**config.mk**
```make
export PLATFORM = sky130hd
export DESIGN_NAME = led_sequencer
export DESIGN_NICKNAME = d
export VERILOG_FILES = /design/src/rtl/led_seq_pkg.sv /design/src/rtl/button_debounce.sv /design/src/rtl/led_sequencer.sv
export SDC_FILE = /design/constraint.sdc
export NUM_CORES = 1
export LEC_CHECK = 0
export CORE_MARGIN = 5
export CORE_UTILIZATION = 45
export DETAILED_ROUTE_END_ITERATION = 10
export GPL_ROUTABILITY_DRIVEN = 0
export PLACE_DENSITY = 0.67
export SYNTH_ARGS = -nofsm -noshare
export SYNTH_HDL_FRONTEND = slang
export SYNTH_SLANG_ARGS = --single-unit
export TNS_END_PERCENT = 100
```
**constraint.sdc**
```tcl
create_clock -name CLK_IN -period 2.2 [get_ports CLK_IN]
set_clock_uncertainty 0.2 [all_clocks]
set_input_delay 0.33 -clock CLK_IN [delete_from_list [all_inputs] [get_ports CLK_IN]]
set_output_delay 0.33 -clock CLK_IN [all_outputs]
set_load 0.01 [all_outputs]
```
**src/rtl/led_seq_pkg.sv**
```systemverilog
// Shared types and constants for the LED sequencer.
package led_seq_pkg;

  // Display pattern selected by the mode button
  typedef enum logic [1:0] {
    ModeCount   = 2'd0,
    ModeScan    = 2'd1,
    ModeFill    = 2'd2,
    ModeBreathe = 2'd3
  } mode_e;

  // Highest fill level (all four red LEDs lit)
  localparam logic [3:0] FILL_MAX  = 4'd4;
  // Scan position where the direction turns back down
  localparam logic [3:0] SCAN_LAST = 4'd3;

  // Mode order wraps BREATHE -> COUNT
  function automatic mode_e next_mode(input mode_e mode);
    unique case (mode)
      ModeCount:   return ModeScan;
      ModeScan:    return ModeFill;
      ModeFill:    return ModeBreathe;
      ModeBreathe: return ModeCount;
      default:     return ModeCount;
    endcase
  endfunction

endpackage

```
**src/rtl/button_debounce.sv**
```systemverilog
// Mode-button conditioning: 2-flop synchroniser, debounce counter and a one-cycle
// pulse on each rising edge of the debounced level.
module button_debounce #(
  parameter int unsigned DEBOUNCE_BITS = 16
) (
  input  logic clk_i,
  input  logic rst_ni,
  input  logic btn_i,
  output logic press_o
);

  localparam logic [DEBOUNCE_BITS-1:0] CntOne = 1;

  logic                     sync1_q, sync2_q;
  logic                     stable_q, stable_d;
  logic                     stable_dly_q;
  logic [DEBOUNCE_BITS-1:0] cnt_q, cnt_d;

  // Counter runs only while the synchronised input disagrees with the stable level
  always_comb begin
    stable_d = stable_q;
    cnt_d    = cnt_q;
    if (sync2_q == stable_q) begin
      cnt_d = '0;
    end else if (cnt_q == '1) begin
      stable_d = sync2_q;
      cnt_d    = '0;
    end else begin
      cnt_d = cnt_q + CntOne;
    end
  end

  // Synchroniser, debounce state and edge-detect delay
  always_ff @(posedge clk_i or negedge rst_ni) begin
    if (!rst_ni) begin
      sync1_q      <= 1'b0;
      sync2_q      <= 1'b0;
      stable_q     <= 1'b0;
      stable_dly_q <= 1'b0;
      cnt_q        <= '0;
    end else begin
      sync1_q      <= btn_i;
      sync2_q      <= sync1_q;
      stable_q     <= stable_d;
      stable_dly_q <= stable_q;
      cnt_q        <= cnt_d;
    end
  end

  // Press only; a release (falling stable edge) is ignored
  assign press_o = stable_q & ~stable_dly_q;

endmodule

```
**src/rtl/led_sequencer.sv**
```systemverilog
// LED display sequencer: steps one of four red-LED patterns on TICK_IN and
// cycles patterns on a debounced button press. GLED5 acknowledges a mode change.
// Optional build macro LED_DIM_EN dims the COUNT/SCAN/FILL patterns to DIM_DUTY.
module led_sequencer
  import led_seq_pkg::*;
#(
  parameter int unsigned DEBOUNCE_BITS = 16,
  parameter int unsigned PWM_BITS      = 4,
  parameter int unsigned DIM_DUTY      = 4
) (
  input  logic CLK_IN,
  input  logic RST_N,
  input  logic TICK_IN,
  input  logic BTN_IN,
  output logic RLED1,
  output logic RLED2,
  output logic RLED3,
  output logic RLED4,
  output logic GLED5
);

`ifdef LED_DIM_EN
  localparam bit DimEn = 1'b1;
`else
  localparam bit DimEn = 1'b0;
`endif

  localparam logic [PWM_BITS-1:0] PwmOne    = 1;
  localparam logic [PWM_BITS-1:0] DutyMax   = '1;
  // One extra bit so a dim duty of 2^PWM_BITS (always on) is representable
  localparam logic [PWM_BITS:0]   DimDutyW  = (PWM_BITS + 1)'(DIM_DUTY);

  logic                press;
  mode_e               mode_q, mode_d;
  logic [3:0]          step_q, step_d;   // count value, scan position or fill level
  logic                dir_up_q, dir_up_d;
  logic [PWM_BITS-1:0] duty_q, duty_d;
  logic [PWM_BITS-1:0] pwm_q, pwm_d;
  logic [3:0]          led_q, led_d;     // [3] = RLED1
  logic                gled_q, gled_d;
  logic [3:0]          all_ones;

  button_debounce #(
    .DEBOUNCE_BITS(DEBOUNCE_BITS)
  ) u_debounce (
    .clk_i  (CLK_IN),
    .rst_ni (RST_N),
    .btn_i  (BTN_IN),
    .press_o(press)
  );

  // Pattern state: a press restarts the next mode and outranks a coincident tick
  always_comb begin
    mode_d   = mode_q;
    step_d   = step_q;
    dir_up_d = dir_up_q;
    duty_d   = duty_q;
    if (press) begin
      mode_d   = next_mode(mode_q);
      step_d   = '0;
      dir_up_d = 1'b1;
      duty_d   = '0;
    end else if (TICK_IN) begin
      unique case (mode_q)
        ModeCount: step_d = step_q + 4'd1;
        ModeScan: begin
          if (dir_up_q) begin
            if (step_q == SCAN_LAST) begin
              step_d   = step_q - 4'd1;
              dir_up_d = 1'b0;
            end else begin
              step_d = step_q + 4'd1;
            end
          end else if (step_q == 4'd0) begin
            step_d   = 4'd1;
            dir_up_d = 1'b1;
          end else begin
            step_d = step_q - 4'd1;
          end
        end
        ModeFill: step_d = (step_q == FILL_MAX) ? 4'd0 : step_q + 4'd1;
        ModeBreathe: begin
          if (dir_up_q) begin
            if (duty_q == DutyMax) begin
              duty_d   = duty_q - PwmOne;
              dir_up_d = 1'b0;
            end else begin
              duty_d = duty_q + PwmOne;
            end
          end else if (duty_q == '0) begin
            duty_d   = PwmOne;
            dir_up_d = 1'b1;
          end else begin
            duty_d = duty_q - PwmOne;
          end
        end
        default: ;
      endcase
    end
  end

  // LED pattern decode from current state, PWM counter and acknowledge LED
  always_comb begin
    all_ones = 4'b1111;
    pwm_d    = pwm_q + PwmOne;
    unique case (mode_q)
      ModeCount:   led_d = step_q;
      ModeScan:    led_d = 4'b1000 >> step_q;
      ModeFill:    led_d = ~(all_ones >> step_q);
      ModeBreathe: led_d = {4{pwm_q < duty_q}};
      default:     led_d = 4'b0000;
    endcase
    if (DimEn && (mode_q != ModeBreathe)) begin
      led_d = led_d & {4{{1'b0, pwm_q} < DimDutyW}};
    end
    gled_d = gled_q;
    if (press) begin
      gled_d = 1'b0;
    end else if (TICK_IN) begin
      gled_d = 1'b1;
    end
  end

  // All state and registered outputs
  always_ff @(posedge CLK_IN or negedge RST_N) begin
    if (!RST_N) begin
      mode_q   <= ModeCount;
      step_q   <= '0;
      dir_up_q <= 1'b1;
      duty_q   <= '0;
      pwm_q    <= '0;
      led_q    <= '0;
      gled_q   <= 1'b1;
    end else begin
      mode_q   <= mode_d;
      step_q   <= step_d;
      dir_up_q <= dir_up_d;
      duty_q   <= duty_d;
      pwm_q    <= pwm_d;
      led_q    <= led_d;
      gled_q   <= gled_d;
    end
  end

  assign RLED1 = led_q[3];
  assign RLED2 = led_q[2];
  assign RLED3 = led_q[1];
  assign RLED4 = led_q[0];
  assign GLED5 = gled_q;

endmodule

```
# Word level (Yosys, flattened, before mapping)

Cells that the tools add are included.

Memory bits (writable): 0
Bits in registers: 40
Logic and storage cells: 72
Output and inout port bits: 5
Memories: 0
Bits in latches: 0
Bits in read-only memories: 0
Input port bits: 4

Mux-type cells: 28
$mul: 0
Eq/ne operators: 8
Shift operators: 2
Add/subtract/negate cells: 6
Reductions and logical operators: 11
Bitwise gates (word level): 4
$lt $le $gt $ge: 1
Divide/modulo/power cells: 0

Operators by type and width:

| kind                    | count |
|---|---|
| $mux W4                 | 12 |
| $mux W16                | 2 |
| $add A16 B1 Y16 const B | 1 |
| $eq A16 B16 Y1 const B  | 1 |
| $pmux W4 S4             | 1 |
| $add A4 B1 Y4 const B   | 3 |
| $pmux W4 S3             | 1 |
| $mux W1                 | 10 |
| $logic_not A4 Y1        | 2 |
| $pmux W2 S4             | 1 |
| $reduce_and A2 Y1       | 4 |
| $shr A4 B4 Y4 const A   | 2 |
| $sub A4 B1 Y4 const B   | 2 |
| $eq A2 B2 Y1 const B    | 2 |
| $eq A4 B2 Y1 const B    | 1 |
| $eq A4 B3 Y1 const B    | 1 |
| $eq A4 B4 Y1 const B    | 1 |
| $lt A4 B4 Y1            | 1 |
| $not A4 Y4              | 1 |
| $reduce_bool A2 Y1      | 2 |
| $reduce_bool A4 Y1      | 1 |
| $reduce_bool A3 Y1      | 1 |
| $eq A2 B1 Y1 const B    | 1 |
| $logic_not A2 Y1        | 1 |
| 4 further kinds         | 5 |

# Logic depth before layout (Yosys ltp)

Gate-level depths: netlist (run 1).

Depth after elaboration: 6
Depth in mapped cells: 7
Gate-level depth less buffers: 7

# Modules after synthesis

Synthesis (run 1) repeated with hierarchy kept, for this count alone.

Cell total of the unflattened synthesis: 253
Area, all modules: 2346.0 µm²

By module, submodules not included:

| module          | area each (µm²) | seq. area each (µm²) | times used | cells each |
|---|---|---|---|---|
| led_sequencer   | 1443.9          | 503.0                | 1          | 166 |
| button_debounce | 902.1           | 500.5                | 1          | 87 |

# Worst setup path before layout (run 1)

No wires, ideal clock.

Kind: register -> register
Start point: reg u_debounce.cnt_q[5]
End point: reg u_debounce.stable_q
Stages on the path, launching flop included: 5
Data required time: 1.875 ns
Library setup time: 0.125 ns
Setup slack: 0.321 ns
Arrival time: 1.554 ns
Buffers on the path: 0
Period minus slack after synthesis: 1.879 ns
Cell sequence: dfrtp_1 and4_4 nand3_2 or4_4 mux2_4

Longest elaborated chain between the ends: 2

RTL lines:

| element                     | RTL line              | source |
|---|---|---|
| start: declaration          | button_debounce.sv:17 | `logic [DEBOUNCE_BITS-1:0] cnt_q, cnt_d;` |
| start signal: assignment    | button_debounce.sv:46 | `cnt_q <= cnt_d;` |
| $eq A16 B16 Y1              | button_debounce.sv:25 | `end else if (cnt_q == '1) begin` |
| $reduce_and A2 Y1 (no line) | n/a                   |  |
| end signal: assignment      | button_debounce.sv:44 | `stable_q <= stable_d;` |
| end: declaration            | button_debounce.sv:15 | `logic stable_q, stable_d;` |

Every way passes these cells.
A chain may end at the register's enable or synchronous reset.

# Final worst setup path (run 1)

Start point: reg u_debounce.cnt_q[5]
End point: reg u_debounce.cnt_q[5]

Longest elaborated chain between the ends: 3
Elaborated cells on any way between the ends: 4
Classes of those cells: add/sub: 1; eq/ne: 1; mux: 2

RTL lines:

| element                                           | RTL line                                     | source |
|---|---|---|
| $add A16 B1 Y16 or $eq A16 B16 Y1 (tied branches) | button_debounce.sv:29, button_debounce.sv:25 |  |
| $mux W16 (*)                                      | button_debounce.sv:25                        |  |
| $mux W16 (*)                                      | button_debounce.sv:23                        | `if (sync2_q == stable_q) begin` |
| named net u_debounce.cnt_d[5]                     | button_debounce.sv:17                        |  |

Mark *: on every way through the listed nets, which the timed path passes. The rest lies on a longest branch.

==> impl_metrics.prom, run 1 <==
# TYPE chip_impl_metric gauge
chip_impl_info{name="outcome",value="finished clean"} 1
chip_impl_metric{name="min_period",unit="ns"} 1.97
chip_impl_metric{name="pre_cts_ws",unit="ns"} 0.0646
chip_impl_metric{name="finish.net_count",unit=""} 272
chip_impl_metric{name="cts.clk_slew.worst_paths",unit="ns"} 0.07
chip_impl_info{name="most_used_standard_cell_by_instance_count_after_synthesis",value="sky130_fd_sc_hd__dfrtp_1"} 1
chip_impl_metric{name="max-clock-path-buffers",unit=""} 2
chip_impl_info{name="timing.critical_path.slowest_stage_cell",value="sky130_fd_sc_hd__or4_4"} 1
chip_impl_metric{name="fraction_of_final_layout_cells_sized_beyond_drive_strength_1",unit="%"} 10.2
chip_impl_metric{name="std_cell_rows",unit=""} 25
chip_impl_metric{name="grtUsageTotal",unit="%"} 15.6
chip_impl_metric{name="synth-seq-area-share",unit="%"} 44.8
chip_impl_metric{name="diodes",unit=""} 0
chip_impl_metric{name="synth.yosys.warnings",unit=""} 0
chip_impl_metric{name="buffer_count_from_post_cts_setup_fixing",unit=""} 0
chip_impl_metric{name="horiz_die_dim",unit="µm"} 80.5
chip_impl_metric{name="postSynth.asyncResetShare",unit="%"} 100
chip_impl_metric{name="syn_to_final_growth",unit="%"} 13.7
chip_impl_metric{name="drt-initial-drc-count",unit=""} 88
chip_impl_metric{name="timing_worst_slew_pin_value",unit="ns"} 0.597
chip_impl_info{name="endpoint_kind",value="register"} 1
chip_impl_metric{name="drtAntennaViolNets",unit=""} 0
chip_impl_metric{name="start_util",unit="%"} 46.8
chip_impl_metric{name="grt_antenna_before_repair",unit=""} 0
chip_impl_metric{name="die_height",unit="µm"} 80.5
chip_impl_info{name="rr_endpoint",value="u_debounce.cnt_q[5]"} 1
chip_impl_metric{name="port_buffers",unit=""} 8
chip_impl_info{name="worst_setup_path_start_kind",value="register"} 1
chip_impl_metric{name="crit_path_max_fanout",unit=""} 13
chip_impl_metric{name="drc_errors",unit=""} 0
chip_impl_metric{name="cts.sinks",unit=""} 40
chip_impl_info{name="hold_path.class",value="register to register"} 1
chip_impl_metric{name="grt_overflow",unit=""} 0
chip_impl_info{name="min_to",value="u_debounce.sync2_q"} 1
chip_impl_metric{name="crit_path_setup_slack_layout",unit="ns"} 0.228
chip_impl_metric{name="core_area",unit="µm²"} 4790
chip_impl_metric{name="fillCellCount",unit=""} 457
chip_impl_metric{name="pin_count_of_the_biggest_net_entering_global_routing",unit=""} 28
chip_impl_metric{name="wire_length_of_the_first_global_routing_pass",unit="µm"} 7840
chip_impl_metric{name="fmax",unit="MHz"} 507
chip_impl_metric{name="timing.final.setup_violations",unit=""} 0
chip_impl_info{name="synth_top_cells_by_count",value="sky130_fd_sc_hd__dfrtp_1, sky130_fd_sc_hd__nor2_1, sky130_fd_sc_hd__o21ai_0"} 1
chip_impl_metric{name="finalSetupTns",unit="ns"} 0
chip_impl_metric{name="postSynthNetCount",unit=""} 258
chip_impl_info{name="cts-root-buf",value="sky130_fd_sc_hd__clkbuf_8"} 1
chip_impl_info{name="timing.critical_path.cells",value="and4_4 > nand3_2 > or4_4 > nand2b_2 > nor2_1"} 1
chip_impl_metric{name="routedWlPerCell",unit="µm"} 13.2
chip_impl_metric{name="postSynthRegisterBits",unit=""} 40
chip_impl_metric{name="critPathRequiredTime",unit="ns"} 2.17
chip_impl_metric{name="top_level_ports",unit=""} 9
chip_impl_metric{name="routed_wl",unit="µm"} 4260
chip_impl_metric{name="max-cap-violations",unit=""} 0
chip_impl_metric{name="cp_slowest_stage_delay",unit="ns"} 0.56
chip_impl_metric{name="synth_area",unit="µm²"} 2240
chip_impl_metric{name="synth-edff-count",unit=""} 0
chip_impl_info{name="min_from",value="u_debounce.sync1_q"} 1
chip_impl_metric{name="r2r_setup_slk",unit="ns"} 0.23
chip_impl_metric{name="dr_total_vias",unit=""} 1694
chip_impl_metric{name="final.period_utilization",unit="%"} 89.6
chip_impl_metric{name="ctsHtreeMaxLevel",unit=""} 2
chip_impl_metric{name="arrival",unit="ns"} 1.94
chip_impl_metric{name="timing.final.hold_violations",unit=""} 0
chip_impl_info{name="post-synth-top-area-cell",value="sky130_fd_sc_hd__dfrtp_1"} 1
chip_impl_info{name="yosys-top-cells-area",value="sky130_fd_sc_hd__dfrtp_1, sky130_fd_sc_hd__ha_1, sky130_fd_sc_hd__nor2_1"} 1
chip_impl_metric{name="post-synth-top-area-fraction",unit="%"} 42.5
chip_impl_metric{name="hpwl",unit="µm"} 3120
chip_impl_metric{name="via_count_of_the_first_global_routing_pass",unit=""} 1761
chip_impl_info{name="critical-path-top-delay-family",value="simple AND/OR/NAND/NOR gates"} 1
chip_impl_metric{name="yosys.cell_types.count",unit=""} 46
chip_impl_metric{name="buf_inv_on_cp",unit=""} 0
chip_impl_metric{name="clk-insertion-delay-late",unit="ns"} 0.29
chip_impl_metric{name="holdPathStages",unit=""} 0
chip_impl_metric{name="drt-pass1-iter-count",unit=""} 4
chip_impl_info{name="postSynth.topFlopCell",value="sky130_fd_sc_hd__dfrtp_1"} 1
chip_impl_info{name="setup.worst_path.class",value="register to register"} 1
chip_impl_info{name="worstReg2RegStart",value="u_debounce.cnt_q[5]"} 1
chip_impl_metric{name="avgSynthCellArea",unit="µm²"} 9.29
chip_impl_info{name="cts_tree",value="yes"} 1
chip_impl_metric{name="cellLeakagePower",unit="nW"} 1.12
chip_impl_metric{name="tritoncts.num_buffers",unit=""} 5
chip_impl_metric{name="routed_via_density",unit=""} 5.24
chip_impl_metric{name="syn_inst",unit=""} 241
chip_impl_metric{name="cellPowerDensity",unit="nW/µm²"} 698
chip_impl_metric{name="fp.dieArea",unit="µm²"} 6490
chip_impl_metric{name="slew-limit-headroom",unit="%"} 59.9
chip_impl_metric{name="ir_worst_vdd",unit="µV"} 327
chip_impl_metric{name="slew_violations",unit=""} 0
chip_impl_metric{name="ff2ff_path_depth",unit=""} 5
chip_impl_info{name="rsz0062_at_grt",value="no"} 1
[placed cells by master (no fill, tap or decap), types with 2 or more instances in the layout]
cell                              count
sky130_fd_sc_hd__nor3_1               6
sky130_fd_sc_hd__nand3_1             11
sky130_fd_sc_hd__clkdlybuf4s50_1      7
sky130_fd_sc_hd__a211oi_1             3
sky130_fd_sc_hd__and3_1               3
sky130_fd_sc_hd__inv_1               17
sky130_fd_sc_hd__a31oi_1              4
sky130_fd_sc_hd__ha_1                13
sky130_fd_sc_hd__nand2_1             15
sky130_fd_sc_hd__dfrtp_1             38
sky130_fd_sc_hd__o22ai_1              2
sky130_fd_sc_hd__nand2b_1             2
sky130_fd_sc_hd__clkbuf_8             7
sky130_fd_sc_hd__xor2_1               9
sky130_fd_sc_hd__nor2b_1              5
sky130_fd_sc_hd__nand4_1              4
sky130_fd_sc_hd__xnor2_1             10
sky130_fd_sc_hd__a21oi_1             13
sky130_fd_sc_hd__nor2_1              28
sky130_fd_sc_hd__buf_4                6
sky130_fd_sc_hd__o21a_1               2
sky130_fd_sc_hd__a22oi_1              3
sky130_fd_sc_hd__o21ai_0             18
sky130_fd_sc_hd__o211ai_1             2
sky130_fd_sc_hd__dfstp_2              2
[how the worst max path moves through the flow]
stage | to | depth (start not counted) | from
2_1_floorplan | u_debounce.stable_q | 4 | u_debounce.cnt_q[5]
3_3_place_gp | step_q[3] | 6 | step_q[0]
3_5_place_dp | step_q[3] | 6 | step_q[0]
4_1_cts | step_q[3] | 6 | step_q[0]
5_1_grt | step_q[1] | 5 | mode_q[0]
6_report | u_debounce.cnt_q[5] | 5 | u_debounce.cnt_q[5]
[what timing repair did]
item                                    in CTS  in global routing
endpoints found under the setup margin       0                  2
hold buffers                                 1                  0
hold endpoints to repair                    24                  0
gates resized for setup                      0                  2
[power breakdown]
group	internal, W	leakage [nW]	switching [W]
clock network	0.000400	0.0645	0.000246
logic	0.000138	0.535	0.000153
registers	0.000779	0.517	0.0000611
[metal layers]
metal	vias to the layer above	routed length, µm	GRT usage [%]
met1	785	2030	20.1
met3	6	179	4.26
met2	33	1990	25.0
met4	0	59	5.57
li1	870	-	-
met5	-	0	0
[logic make-up after synthesis]
kind of cell | synth area share (%)
AND/OR/NAND/NOR | 18.4
AO/OA/AOI/OAI | 16.9
flip-flops | 44.8
buffers and inverters | 4.53
XOR/XNOR | 7.43
adder cells (fa/ha/maj) | 7.26
multiplexers | 0.670
[sequential cells by signal (all words and copies together) (netlist names)]
| name | cells |
|---|---|
| u_debounce.sync2_q | 1 |
| step_q | 4 |
| led_q | 4 |
| mode_q | 2 |
| GLED5 | 1 |
| u_debounce.stable_q | 1 |
| u_debounce.sync1_q | 1 |
| duty_q | 4 |
| pwm_q | 4 |
| u_debounce.stable_dly_q | 1 |
| dir_up_q | 1 |
| u_debounce.cnt_q | 16 |
[layout make-up]
type                       instances  area [µm²]  area share [%]
multi-input combinational        176        1140            44.7
sequential                        40        1000            39.4
timing repair buffer              15         130            5.11
clock buffer                       7        96.3            3.78
tap                               67        83.8            3.29
inverter                          17        63.8            2.51
clock inverter                     1        30.0            1.18
[per-stage QoR]
step           cells  power (W)  hold WS, ns  area (µm²)  utilization, %
6_report         323    0.00178        0.150        2550            53.2
4_1_cts          323    0.00181        0.152        2540            53.1
3_3_place_gp     314    0.00114        0.133        2410            50.3
2_1_floorplan    241    0.00103       -0.166        2240               -
3_5_place_dp     314    0.00115        0.135        2410            50.3
5_1_grt          323    0.00189        0.176        2550            53.2
(Power assumes the default switching activity.)
==> inputs of run 2 (changes only) <==
- MAX_ROUTING_LAYER: not set -> met4
- RECOVER_POWER: not set -> 50
==> impl_metrics.prom, run 2 (synthesis gave the netlist of run 1 again) <==
# TYPE chip_impl_metric gauge
chip_impl_info{name="critical-path-top-delay-family",value="simple AND/OR/NAND/NOR gates"} 1
chip_impl_metric{name="critPathRequiredTime",unit="ns"} 2.17
chip_impl_metric{name="finalSetupTns",unit="ns"} 0
chip_impl_metric{name="grt_antenna_before_repair",unit=""} 0
chip_impl_metric{name="tritoncts.num_buffers",unit=""} 5
chip_impl_metric{name="via_count_of_the_first_global_routing_pass",unit=""} 1762
chip_impl_metric{name="routed_via_density",unit=""} 5.27
chip_impl_metric{name="std_cell_rows",unit=""} 25
chip_impl_metric{name="pin_count_of_the_biggest_net_entering_global_routing",unit=""} 28
chip_impl_metric{name="slew_violations",unit=""} 0
chip_impl_metric{name="crit_path_max_fanout",unit=""} 13
chip_impl_info{name="hold_path.class",value="register to register"} 1
chip_impl_metric{name="crit_path_setup_slack_layout",unit="ns"} 0.228
chip_impl_metric{name="hpwl",unit="µm"} 3120
chip_impl_info{name="worstReg2RegStart",value="u_debounce.cnt_q[5]"} 1
chip_impl_metric{name="core_area",unit="µm²"} 4790
chip_impl_info{name="min_from",value="u_debounce.sync1_q"} 1
chip_impl_info{name="rsz0062_at_grt",value="no"} 1
chip_impl_metric{name="fp.dieArea",unit="µm²"} 6490
chip_impl_metric{name="horiz_die_dim",unit="µm"} 80.5
chip_impl_metric{name="ctsHtreeMaxLevel",unit=""} 2
chip_impl_info{name="rr_endpoint",value="u_debounce.cnt_q[5]"} 1
chip_impl_metric{name="drt-pass1-iter-count",unit=""} 4
chip_impl_info{name="cp-startpoint",value="u_debounce.cnt_q[5]"} 1
chip_impl_info{name="largest_register",value="u_debounce.cnt_q"} 1
chip_impl_info{name="timing.critical_path.cells",value="and4_4 > nand3_2 > or4_4 > nand2b_2 > nor2_1"} 1
chip_impl_metric{name="grt_overflow",unit=""} 0
chip_impl_metric{name="final.period_utilization",unit="%"} 89.6
chip_impl_metric{name="timing.final.hold_violations",unit=""} 0
chip_impl_metric{name="buf_inv_on_cp",unit=""} 0
chip_impl_metric{name="drc_errors",unit=""} 0
chip_impl_metric{name="ir_worst_vdd",unit="µV"} 326
chip_impl_metric{name="min_period",unit="ns"} 1.97
chip_impl_metric{name="timing_worst_slew_pin_value",unit="ns"} 0.662
chip_impl_metric{name="finish.net_count",unit=""} 272
chip_impl_metric{name="grtUsageTotal",unit="%"} 16.0
chip_impl_metric{name="diodes",unit=""} 0
chip_impl_metric{name="wire_length_of_the_first_global_routing_pass",unit="µm"} 7830
chip_impl_metric{name="start_util",unit="%"} 46.8
chip_impl_metric{name="fmax",unit="MHz"} 507
chip_impl_info{name="endpoint_kind",value="register"} 1
chip_impl_info{name="outcome",value="finished clean"} 1
chip_impl_metric{name="port_buffers",unit=""} 8
chip_impl_metric{name="ff2ff_path_depth",unit=""} 5
chip_impl_metric{name="drtAntennaViolNets",unit=""} 0
chip_impl_info{name="cts-root-buf",value="sky130_fd_sc_hd__clkbuf_8"} 1
chip_impl_info{name="commonest_non_fill_non_tap_cells_in_the_layout",value="sky130_fd_sc_hd__dfrtp_1, sky130_fd_sc_hd__nor2_1, sky130_fd_sc_hd__o21ai_0"} 1
chip_impl_metric{name="slew-limit-headroom",unit="%"} 55.9
chip_impl_metric{name="r2r_setup_slk",unit="ns"} 0.23
chip_impl_metric{name="syn_to_final_growth",unit="%"} 13.6
chip_impl_metric{name="fraction_of_final_layout_cells_sized_beyond_drive_strength_1",unit="%"} 10.2
chip_impl_metric{name="buffer_count_from_post_cts_setup_fixing",unit=""} 0
chip_impl_metric{name="max-cap-violations",unit=""} 0
chip_impl_metric{name="cts.clk_slew.worst_paths",unit="ns"} 0.07
chip_impl_info{name="timing.critical_path.slowest_stage_cell",value="sky130_fd_sc_hd__or4_4"} 1
chip_impl_metric{name="top_level_ports",unit=""} 9
chip_impl_info{name="cts_tree",value="yes"} 1
chip_impl_metric{name="die_height",unit="µm"} 80.5
chip_impl_metric{name="pre_cts_ws",unit="ns"} 0.0646
chip_impl_metric{name="clk-insertion-delay-late",unit="ns"} 0.29
chip_impl_info{name="layout_commonest_cell",value="sky130_fd_sc_hd__dfrtp_1"} 1
chip_impl_info{name="setup.worst_path.class",value="register to register"} 1
chip_impl_metric{name="cellPowerDensity",unit="nW/µm²"} 698
chip_impl_metric{name="drt-initial-drc-count",unit=""} 88
chip_impl_metric{name="cp_slowest_stage_delay",unit="ns"} 0.56
chip_impl_info{name="worst_setup_path_start_kind",value="register"} 1
chip_impl_metric{name="dr_total_vias",unit=""} 1701
chip_impl_metric{name="arrival",unit="ns"} 1.94
chip_impl_metric{name="cellLeakagePower",unit="nW"} 1.12
chip_impl_metric{name="timing.final.setup_violations",unit=""} 0
chip_impl_metric{name="routed_wl",unit="µm"} 4260
chip_impl_info{name="min_to",value="u_debounce.sync2_q"} 1
chip_impl_metric{name="cts.sinks",unit=""} 40
chip_impl_metric{name="holdPathStages",unit=""} 0
chip_impl_metric{name="largest_register_ff_count",unit=""} 16
chip_impl_metric{name="routedWlPerCell",unit="µm"} 13.2
chip_impl_metric{name="max-clock-path-buffers",unit=""} 2
run 2: power breakdown:
group	switching (W)	internal, W	total, W
Combinational	0.000153	0.000137	0.000290
Sequential	0.0000611	0.000779	0.000840
Clock	0.000245	0.000400	0.000646
Total	0.000460	0.00132	0.00178
run 2: per-stage QoR:
| stage | cell area [µm²] | instances | hold WS, ns | power (W) | util [%] |
|---|---|---|---|---|---|
| finish | 2540 | 323 | 0.150 | 0.00178 | 53.2 |
| detailed placement | 2410 | 314 | 0.135 | 0.00115 | 50.3 |
| global route | 2540 | 323 | 0.176 | 0.00189 | 53.2 |
| floorplan | 2240 | 241 | -0.166 | 0.00103 | - |
| CTS | 2540 | 323 | 0.152 | 0.00181 | 53.1 |
| global placement | 2410 | 314 | 0.133 | 0.00114 | 50.3 |
run 2: repair_timing:
item	in CTS	in global routing
hold endpoints to repair	24	0
hold buffers	1	0
setup endpoints to repair	0	2
gates resized for setup	0	2
run 2: final cells by class:
class | instances | area [µm²]
inverter | 17 | 63.8
clock buffer | 7 | 96.3
tap | 67 | 83.8
clock inverter | 1 | 30.0
fill | 458 | 2240
multi-input combinational | 176 | 1140
timing repair buffer | 15 | 128
sequential | 40 | 1000
run 2: worst max path at each step:
stage / end / depth (start not counted)
2_1_floorplan: u_debounce.stable_q / 4
3_3_place_gp: step_q[3] / 6
3_5_place_dp: step_q[3] / 6
4_1_cts: step_q[3] / 6
5_1_grt: step_q[1] / 5
6_report: u_debounce.cnt_q[5] / 5
run 2: worst reg2reg max path: stages (launching register included):
cell and delay, ns:
sky130_fd_sc_hd__dfrtp_1 0.42, sky130_fd_sc_hd__and4_4 0.27, sky130_fd_sc_hd__nand3_2 0.08, sky130_fd_sc_hd__or4_4 0.56, sky130_fd_sc_hd__nand2b_2 0.24, sky130_fd_sc_hd__nor2_1 0.09
run 2: layer usage:
metal / global-route usage (%) / wire length [µm] / share of wire [%] / vias to the layer above
met1: 20.1 / 2020 / 47 / 788
met2: 25.0 / 2000 / 47 / 36
met5: - / 0 / 0 / -
met3: 4.26 / 193 / 4.5 / 7
met4: 5.57 / 53 / 1.2 / 0
li1: - / - / - / 870
